`src/rtl/neuraedge_pe_seq_ctrl_pkg.sv`:
```
// rtl/neuraedge_pe_seq_ctrl_pkg.sv - shared widths and sequencer state encoding
package neuraedge_pe_seq_ctrl_pkg;

  localparam int DEF_DATA_WIDTH   = 8;
  localparam int DEF_WEIGHT_WIDTH = 8;
  localparam int DEF_ACCUM_WIDTH  = 32;
  localparam int DEF_LEN_WIDTH    = 16;

  typedef enum logic [2:0] {
    ST_IDLE   = 3'd0,
    ST_CLEAR  = 3'd1,
    ST_RUN    = 3'd2,
    ST_DRAIN  = 3'd3,
    ST_RESULT = 3'd4
  } seq_state_t;

endpackage

```
`src/rtl/neuraedge_pe_seq_ctrl_if.sv`:
```
// rtl/neuraedge_pe_seq_ctrl_if.sv - command, operand, PE and result signals of the sequencer
interface neuraedge_pe_seq_ctrl_if
  import neuraedge_pe_seq_ctrl_pkg::*;
#(
  parameter int DATA_WIDTH   = DEF_DATA_WIDTH,
  parameter int WEIGHT_WIDTH = DEF_WEIGHT_WIDTH,
  parameter int ACCUM_WIDTH  = DEF_ACCUM_WIDTH,
  parameter int LEN_WIDTH    = DEF_LEN_WIDTH
) ();

  logic                    cmd_valid;
  logic                    cmd_ready;
  logic [LEN_WIDTH-1:0]    cmd_len;
  logic                    cmd_keep;
  logic                    op_valid;
  logic                    op_ready;
  logic [DATA_WIDTH-1:0]   op_data;
  logic [WEIGHT_WIDTH-1:0] op_weight;
  logic                    pe_enable;
  logic                    pe_mac_clear;
  logic                    pe_accumulate_en;
  logic                    pe_data_valid;
  logic [DATA_WIDTH-1:0]   pe_data;
  logic [WEIGHT_WIDTH-1:0] pe_weight;
  logic [ACCUM_WIDTH-1:0]  pe_accum_in;
  logic                    res_valid;
  logic                    res_ready;
  logic [ACCUM_WIDTH-1:0]  res_data;
  logic                    busy;

  modport master (
    output cmd_valid, cmd_len, cmd_keep, op_valid, op_data, op_weight, pe_accum_in, res_ready,
    input  cmd_ready, op_ready, pe_enable, pe_mac_clear, pe_accumulate_en, pe_data_valid,
           pe_data, pe_weight, res_valid, res_data, busy
  );

  modport slave (
    input  cmd_valid, cmd_len, cmd_keep, op_valid, op_data, op_weight, pe_accum_in, res_ready,
    output cmd_ready, op_ready, pe_enable, pe_mac_clear, pe_accumulate_en, pe_data_valid,
           pe_data, pe_weight, res_valid, res_data, busy
  );

endinterface

```
`src/rtl/neuraedge_pe_seq_ctrl.sv`:
```
// rtl/neuraedge_pe_seq_ctrl.sv - dot-product command sequencer for one NeuraEdge PE
module neuraedge_pe_seq_ctrl
  import neuraedge_pe_seq_ctrl_pkg::*;
#(
  parameter int DATA_WIDTH   = DEF_DATA_WIDTH,
  parameter int WEIGHT_WIDTH = DEF_WEIGHT_WIDTH,
  parameter int ACCUM_WIDTH  = DEF_ACCUM_WIDTH,
  parameter int LEN_WIDTH    = DEF_LEN_WIDTH
) (
  input logic                     clk,
  input logic                     rst,
  neuraedge_pe_seq_ctrl_if.slave  sif
);

  seq_state_t             state_q, state_d;
  logic [LEN_WIDTH-1:0]   remaining_q, remaining_d;
  logic [ACCUM_WIDTH-1:0] res_q;
  logic                   force_clear_q;

  logic cmd_ready_c, op_ready_c, pe_enable_c, mac_clear_c, acc_en_c, data_valid_c, res_valid_c;

  always_ff @(posedge clk) begin
    if (rst) begin
      state_q       <= ST_IDLE;
      remaining_q   <= '0;
      res_q         <= '0;
      force_clear_q <= 1'b1;
    end else begin
      state_q     <= state_d;
      remaining_q <= remaining_d;
      if (state_q == ST_DRAIN) res_q <= sif.pe_accum_in;
      if (state_q == ST_CLEAR) force_clear_q <= 1'b0;
    end
  end

  // remaining is only ever decremented in RUN, which is entered with a non-zero count
  always_comb begin
    state_d      = state_q;
    remaining_d  = remaining_q;
    cmd_ready_c  = 1'b0;
    op_ready_c   = 1'b0;
    pe_enable_c  = 1'b0;
    mac_clear_c  = 1'b0;
    acc_en_c     = 1'b0;
    data_valid_c = 1'b0;
    res_valid_c  = 1'b0;
    case (state_q)
      ST_IDLE: begin
        cmd_ready_c = 1'b1;
        if (sif.cmd_valid) begin
          remaining_d = sif.cmd_len;
          if (!sif.cmd_keep || force_clear_q) state_d = ST_CLEAR;
          else if (sif.cmd_len != '0)         state_d = ST_RUN;
          else                                state_d = ST_DRAIN;
        end
      end
      ST_CLEAR: begin
        mac_clear_c = 1'b1;
        state_d     = (remaining_q != '0) ? ST_RUN : ST_DRAIN;
      end
      ST_RUN: begin
        pe_enable_c  = 1'b1;
        acc_en_c     = 1'b1;
        op_ready_c   = 1'b1;
        data_valid_c = sif.op_valid;
        if (sif.op_valid) begin
          remaining_d = remaining_q - LEN_WIDTH'(1);
          if (remaining_q == LEN_WIDTH'(1)) state_d = ST_DRAIN;
        end
      end
      ST_DRAIN:  state_d = ST_RESULT;
      ST_RESULT: begin
        res_valid_c = 1'b1;
        if (sif.res_ready) state_d = ST_IDLE;
      end
      default:   state_d = ST_IDLE;
    endcase
  end

  // every output is forced low for the whole cycle in which rst is asserted
  assign sif.cmd_ready        = cmd_ready_c  & ~rst;
  assign sif.op_ready         = op_ready_c   & ~rst;
  assign sif.pe_enable        = pe_enable_c  & ~rst;
  assign sif.pe_mac_clear     = mac_clear_c  & ~rst;
  assign sif.pe_accumulate_en = acc_en_c     & ~rst;
  assign sif.pe_data_valid    = data_valid_c & ~rst;
  assign sif.pe_data          = rst ? '0 : sif.op_data;
  assign sif.pe_weight        = rst ? '0 : sif.op_weight;
  assign sif.res_valid        = res_valid_c  & ~rst;
  assign sif.res_data         = rst ? '0 : res_q;
  assign sif.busy             = (state_q != ST_IDLE) & ~rst;

endmodule

```
`src/flat_wrapper.sv`:
```
// flat-port wrapper written by rule: the top's interface ports become plain ports
module neuraedge_pe_seq_ctrl_flat import neuraedge_pe_seq_ctrl_pkg::*;
#(
  parameter int DATA_WIDTH   = DEF_DATA_WIDTH,
  parameter int WEIGHT_WIDTH = DEF_WEIGHT_WIDTH,
  parameter int ACCUM_WIDTH  = DEF_ACCUM_WIDTH,
  parameter int LEN_WIDTH    = DEF_LEN_WIDTH
)
  (clk, rst, sif_cmd_valid, sif_cmd_len, sif_cmd_keep, sif_op_valid, sif_op_data, sif_op_weight, sif_pe_accum_in, sif_res_ready, sif_cmd_ready, sif_op_ready, sif_pe_enable, sif_pe_mac_clear, sif_pe_accumulate_en, sif_pe_data_valid, sif_pe_data, sif_pe_weight, sif_res_valid, sif_res_data, sif_busy);
  neuraedge_pe_seq_ctrl_if #(.DATA_WIDTH(DATA_WIDTH), .WEIGHT_WIDTH(WEIGHT_WIDTH), .ACCUM_WIDTH(ACCUM_WIDTH), .LEN_WIDTH(LEN_WIDTH)) sif_i ();
  input logic clk;
  input logic rst;
  input wire logic [$bits(sif_i.cmd_valid)-1:0] sif_cmd_valid;
  input wire logic [$bits(sif_i.cmd_len)-1:0] sif_cmd_len;
  input wire logic [$bits(sif_i.cmd_keep)-1:0] sif_cmd_keep;
  input wire logic [$bits(sif_i.op_valid)-1:0] sif_op_valid;
  input wire logic [$bits(sif_i.op_data)-1:0] sif_op_data;
  input wire logic [$bits(sif_i.op_weight)-1:0] sif_op_weight;
  input wire logic [$bits(sif_i.pe_accum_in)-1:0] sif_pe_accum_in;
  input wire logic [$bits(sif_i.res_ready)-1:0] sif_res_ready;
  output wire logic [$bits(sif_i.cmd_ready)-1:0] sif_cmd_ready;
  output wire logic [$bits(sif_i.op_ready)-1:0] sif_op_ready;
  output wire logic [$bits(sif_i.pe_enable)-1:0] sif_pe_enable;
  output wire logic [$bits(sif_i.pe_mac_clear)-1:0] sif_pe_mac_clear;
  output wire logic [$bits(sif_i.pe_accumulate_en)-1:0] sif_pe_accumulate_en;
  output wire logic [$bits(sif_i.pe_data_valid)-1:0] sif_pe_data_valid;
  output wire logic [$bits(sif_i.pe_data)-1:0] sif_pe_data;
  output wire logic [$bits(sif_i.pe_weight)-1:0] sif_pe_weight;
  output wire logic [$bits(sif_i.res_valid)-1:0] sif_res_valid;
  output wire logic [$bits(sif_i.res_data)-1:0] sif_res_data;
  output wire logic [$bits(sif_i.busy)-1:0] sif_busy;
  assign sif_i.cmd_valid = sif_cmd_valid;
  assign sif_i.cmd_len = sif_cmd_len;
  assign sif_i.cmd_keep = sif_cmd_keep;
  assign sif_i.op_valid = sif_op_valid;
  assign sif_i.op_data = sif_op_data;
  assign sif_i.op_weight = sif_op_weight;
  assign sif_i.pe_accum_in = sif_pe_accum_in;
  assign sif_i.res_ready = sif_res_ready;
  assign sif_cmd_ready = sif_i.cmd_ready;
  assign sif_op_ready = sif_i.op_ready;
  assign sif_pe_enable = sif_i.pe_enable;
  assign sif_pe_mac_clear = sif_i.pe_mac_clear;
  assign sif_pe_accumulate_en = sif_i.pe_accumulate_en;
  assign sif_pe_data_valid = sif_i.pe_data_valid;
  assign sif_pe_data = sif_i.pe_data;
  assign sif_pe_weight = sif_i.pe_weight;
  assign sif_res_valid = sif_i.res_valid;
  assign sif_res_data = sif_i.res_data;
  assign sif_busy = sif_i.busy;
  neuraedge_pe_seq_ctrl #(.DATA_WIDTH(DATA_WIDTH), .WEIGHT_WIDTH(WEIGHT_WIDTH), .ACCUM_WIDTH(ACCUM_WIDTH), .LEN_WIDTH(LEN_WIDTH)) u_core (.clk(clk), .rst(rst), .sif(sif_i));
endmodule
```
`config.mk`:
```
export PLATFORM = sky130hd
export DESIGN_NAME = neuraedge_pe_seq_ctrl_flat
export DESIGN_NICKNAME = d
export VERILOG_FILES = /design/src/rtl/neuraedge_pe_seq_ctrl_pkg.sv /design/src/rtl/neuraedge_pe_seq_ctrl_if.sv /design/src/rtl/neuraedge_pe_seq_ctrl.sv /design/src/flat_wrapper.sv
export SDC_FILE = /design/constraint.sdc
export NUM_CORES = 1
export LEC_CHECK = 0
export ABC_AREA = 1
export CAP_MARGIN = 10
export CORE_MARGIN = 10
export CORE_UTILIZATION = 40
export DETAILED_ROUTE_END_ITERATION = 8
export PLACE_DENSITY = 0.76
export SYNTH_ARGS = -nofsm -noshare
export SYNTH_HDL_FRONTEND = slang
export SYNTH_SLANG_ARGS = --single-unit
```
`constraint.sdc`:
```
create_clock -name clk -period 1.96 [get_ports clk]
set_clock_uncertainty 0.1 [all_clocks]
set_input_delay 0.294 -clock clk [delete_from_list [all_inputs] [get_ports clk]]
set_output_delay 0.294 -clock clk [all_outputs]
set_load 0.02 [all_outputs]
```
==> reports/metrics.cfg <==
[yosys]
synthCells=483
synth_top_flop_cell=dfxtp_1
ys_top_cells_by_area=dfxtp_1, nor2_1, nand2_1, inv_1, a21oi_1
synth_nets=555
mappedNetlistArea_mm2=0.003008
yosysSeqAreaShare_pct=34.61
avgSynthCellArea_um2=6.228
synth_common_cells=nor2_1, nand2_1, inv_1, dfxtp_1, a21oi_1
synth_warnings=0
synth_edf_count=0
postSynth.asyncResetShare_pct=0
netlist.area_leader.share_pct=34.61
synth_area_leader_cell=dfxtp_1
synth_most_common_cell=nor2_1
ys_ff_latch=52
ys_types=29

[cells_and_area]
layoutNonFillerInstCount=697
n_antenna_cell=0
nNetsFinal=669
fin_area_mm2=0.004403
final_util_pct=60.38
drive_gt1_share_pct=7.860
syn2layout_area_growth_pct=46.38

[min_path]
min_path_type=reg -> reg
min_path_cells=2

[clocking]
clkTransAtPathRegs_ns=0.10
clock_latency_ns=0.29
cts_tree=done
cts-root-buf=clkbuf_8
clock_sinks=52
clockBufferDepth=2
h-tree-depth=2
holdBufCountCts=0
numCtsBuffers=5
cts_setup_buffers=0

[floorplanning]
pin_count=126
dieHeight_um=106.7
design.core.area_mm2=0.007292
die_area_mm2=0.01139
initial_utilization_pct=41.25
row_count=31
die_width_um=106.7

[sta]
hold_viol=0
worstMarginPinSlew_ns=0.9481
maxSlewViolCount=0
timing.final.ws_setup_ns=0.07066
period_share_pct=96.39
fin_crit_ns=1.889
setup_viol=0
relSlewSlack_pct=36.70
rsz0062_at_grt=no
max_freq_mhz=529.3
hold_ws_ns=0.3546
fin_setup_tns_ns=0

[power]
power.density_mw_per_mm2=1027
peakVddDrop_v=0.0004704
leakage_nw=1.845
power_mw=4.520

[setup_path]
max_stage_delay_ns=0.62
crit_arrival_ns=1.50
crit_family=buffers and inverters
cp.depth=4
crit_chain=clkdlybuf4s50_1, inv_1, nor2_1, clkdlybuf4s50_1
required_ns=1.57
critical_path_class=in -> out
path_common_cell=clkdlybuf4s50_1
ff2ff_path_depth=8
cp_max_fo=1
path_buf_inv=3
cpMaxStageDelayCell=clkdlybuf4s50_1
worst_setup_path_end_kind=output pin
startpoint_type=input pin

[grt]
grt_max_degree=66
grt_pass1_wl_um=15440
first_global_vias=3285
grt-ovfl-total=0
antenna_found_initial=0
grtUsageTotal_pct=16.10

[placed_design]
pre_cts_slack_ns=-0.05238
dpl.cell_count=689
dp_hpwl_um=7292
port_buffers=125
gp_congestion=0.8749
placedInstanceArea_mm2=0.004287

[job]
drv_cap=0

[routing]
drt-total-wl_um=9192
drc=0
routedWlPerCell_um=13.19
ant_nets=0
drt_iter0_drc=83
vias=3247
viasPerCell=4.659
dr.pass1.iters=4

[run_status]
outcome=finished clean

-- path summary, 6_finish.rpt --
| check | end | start | slack (ns) |
|---|---|---|---|
| worst max-delay path | sif_pe_data[6] | sif_op_data[6] | 0.07 |
| worst min-delay path | u_core.res_q[22] | u_core.res_q[22] | 0.35 |
| worst max register to register | u_core.remaining_q[4] | u_core.state_q[2] | 0.20 |
| worst min register to register | u_core.res_q[22] | u_core.res_q[22] | 0.35 |
-- logic make-up (layout without fill, tap and decap cells) --
kind of cell | after synthesis | count (layout) | synth area share (%)
xor gates and xnor gates | 1 | 1 | 0.2912
and+or+nand+nor | 224 | 224 | 31.53
adders and majority gates | 2 | 2 | 0.8318
buffers and inverters | 107 | 222 | 16.22
AOI/OAI and AO/OA | 97 | 97 | 16.51
DFF | 52 | 52 | 34.61
-- sequential cells by signal, indices dropped and copies added (netlist names) --
signal and cells:
u_core.remaining_q 16, u_core.force_clear_q 1, u_core.state_q 3, u_core.res_q 32
-- metal layers --
layer	vias up	track usage (%)	wire (µm)
li1	1716	-	-
met1	1425	17.41	3724
met2	96	28.80	4544
met3	10	5.928	789
met4	0	4.449	134
met5	-	0	0
-- placed cells by master (no fill, tap or decap), types with 2 or more instances in the layout --
cell	count
o21ai_1	24
clkbuf_8	6
nand2_2	2
o21ai_0	22
nand2_1	80
nand3_2	2
nor2_1	98
nor2_2	12
inv_1	74
ha_1	2
buf_4	8
inv_2	5
buf_12	2
clkdlybuf4s50_1	116
dfxtp_1	51
dlygate4sd2_1	7
nor3_1	2
a21oi_1	49
nand3_1	21
nor3_2	2
-- repair_timing --
| action | in CTS | in global routing |
|---|---|---|
| endpoints found under the setup margin | 8 | 4 |
| hold endpoints to repair | 0 | 0 |
| pin swaps | 0 | 0 |
| resized for setup | 9 | 2 |
-- worst register-to-register path: stages, from the launching register on --
cell and delay, ns:
dfxtp_1 0.36, nor2_2 0.17, nand2_2 0.08, buf_4 0.21
inv_2 0.21, buf_4 0.20, nor2_1 0.05, o21ai_0 0.19
a21oi_1 0.09
-- power by group --
group | leakage [nW] | switching, mW | internal, mW
sequential | 0.424 | 0.187 | 1.29
clock | 0.0614 | 0.361 | 0.418
combinational | 1.36 | 1.39 | 0.875
-- cell type report --
class                           count  area, µm²
Fill cell                         721       2889
Clock inverter                      2      38.79
Sequential cell                    52       1042
Tap cell                           99      123.9
Timing Repair Buffer              135       1338
Inverter                           79      296.5
Clock buffer                        6      82.58
Multi-Input combinational cell    324       1481
No activity file was read; power rests on OpenSTA's default activity.
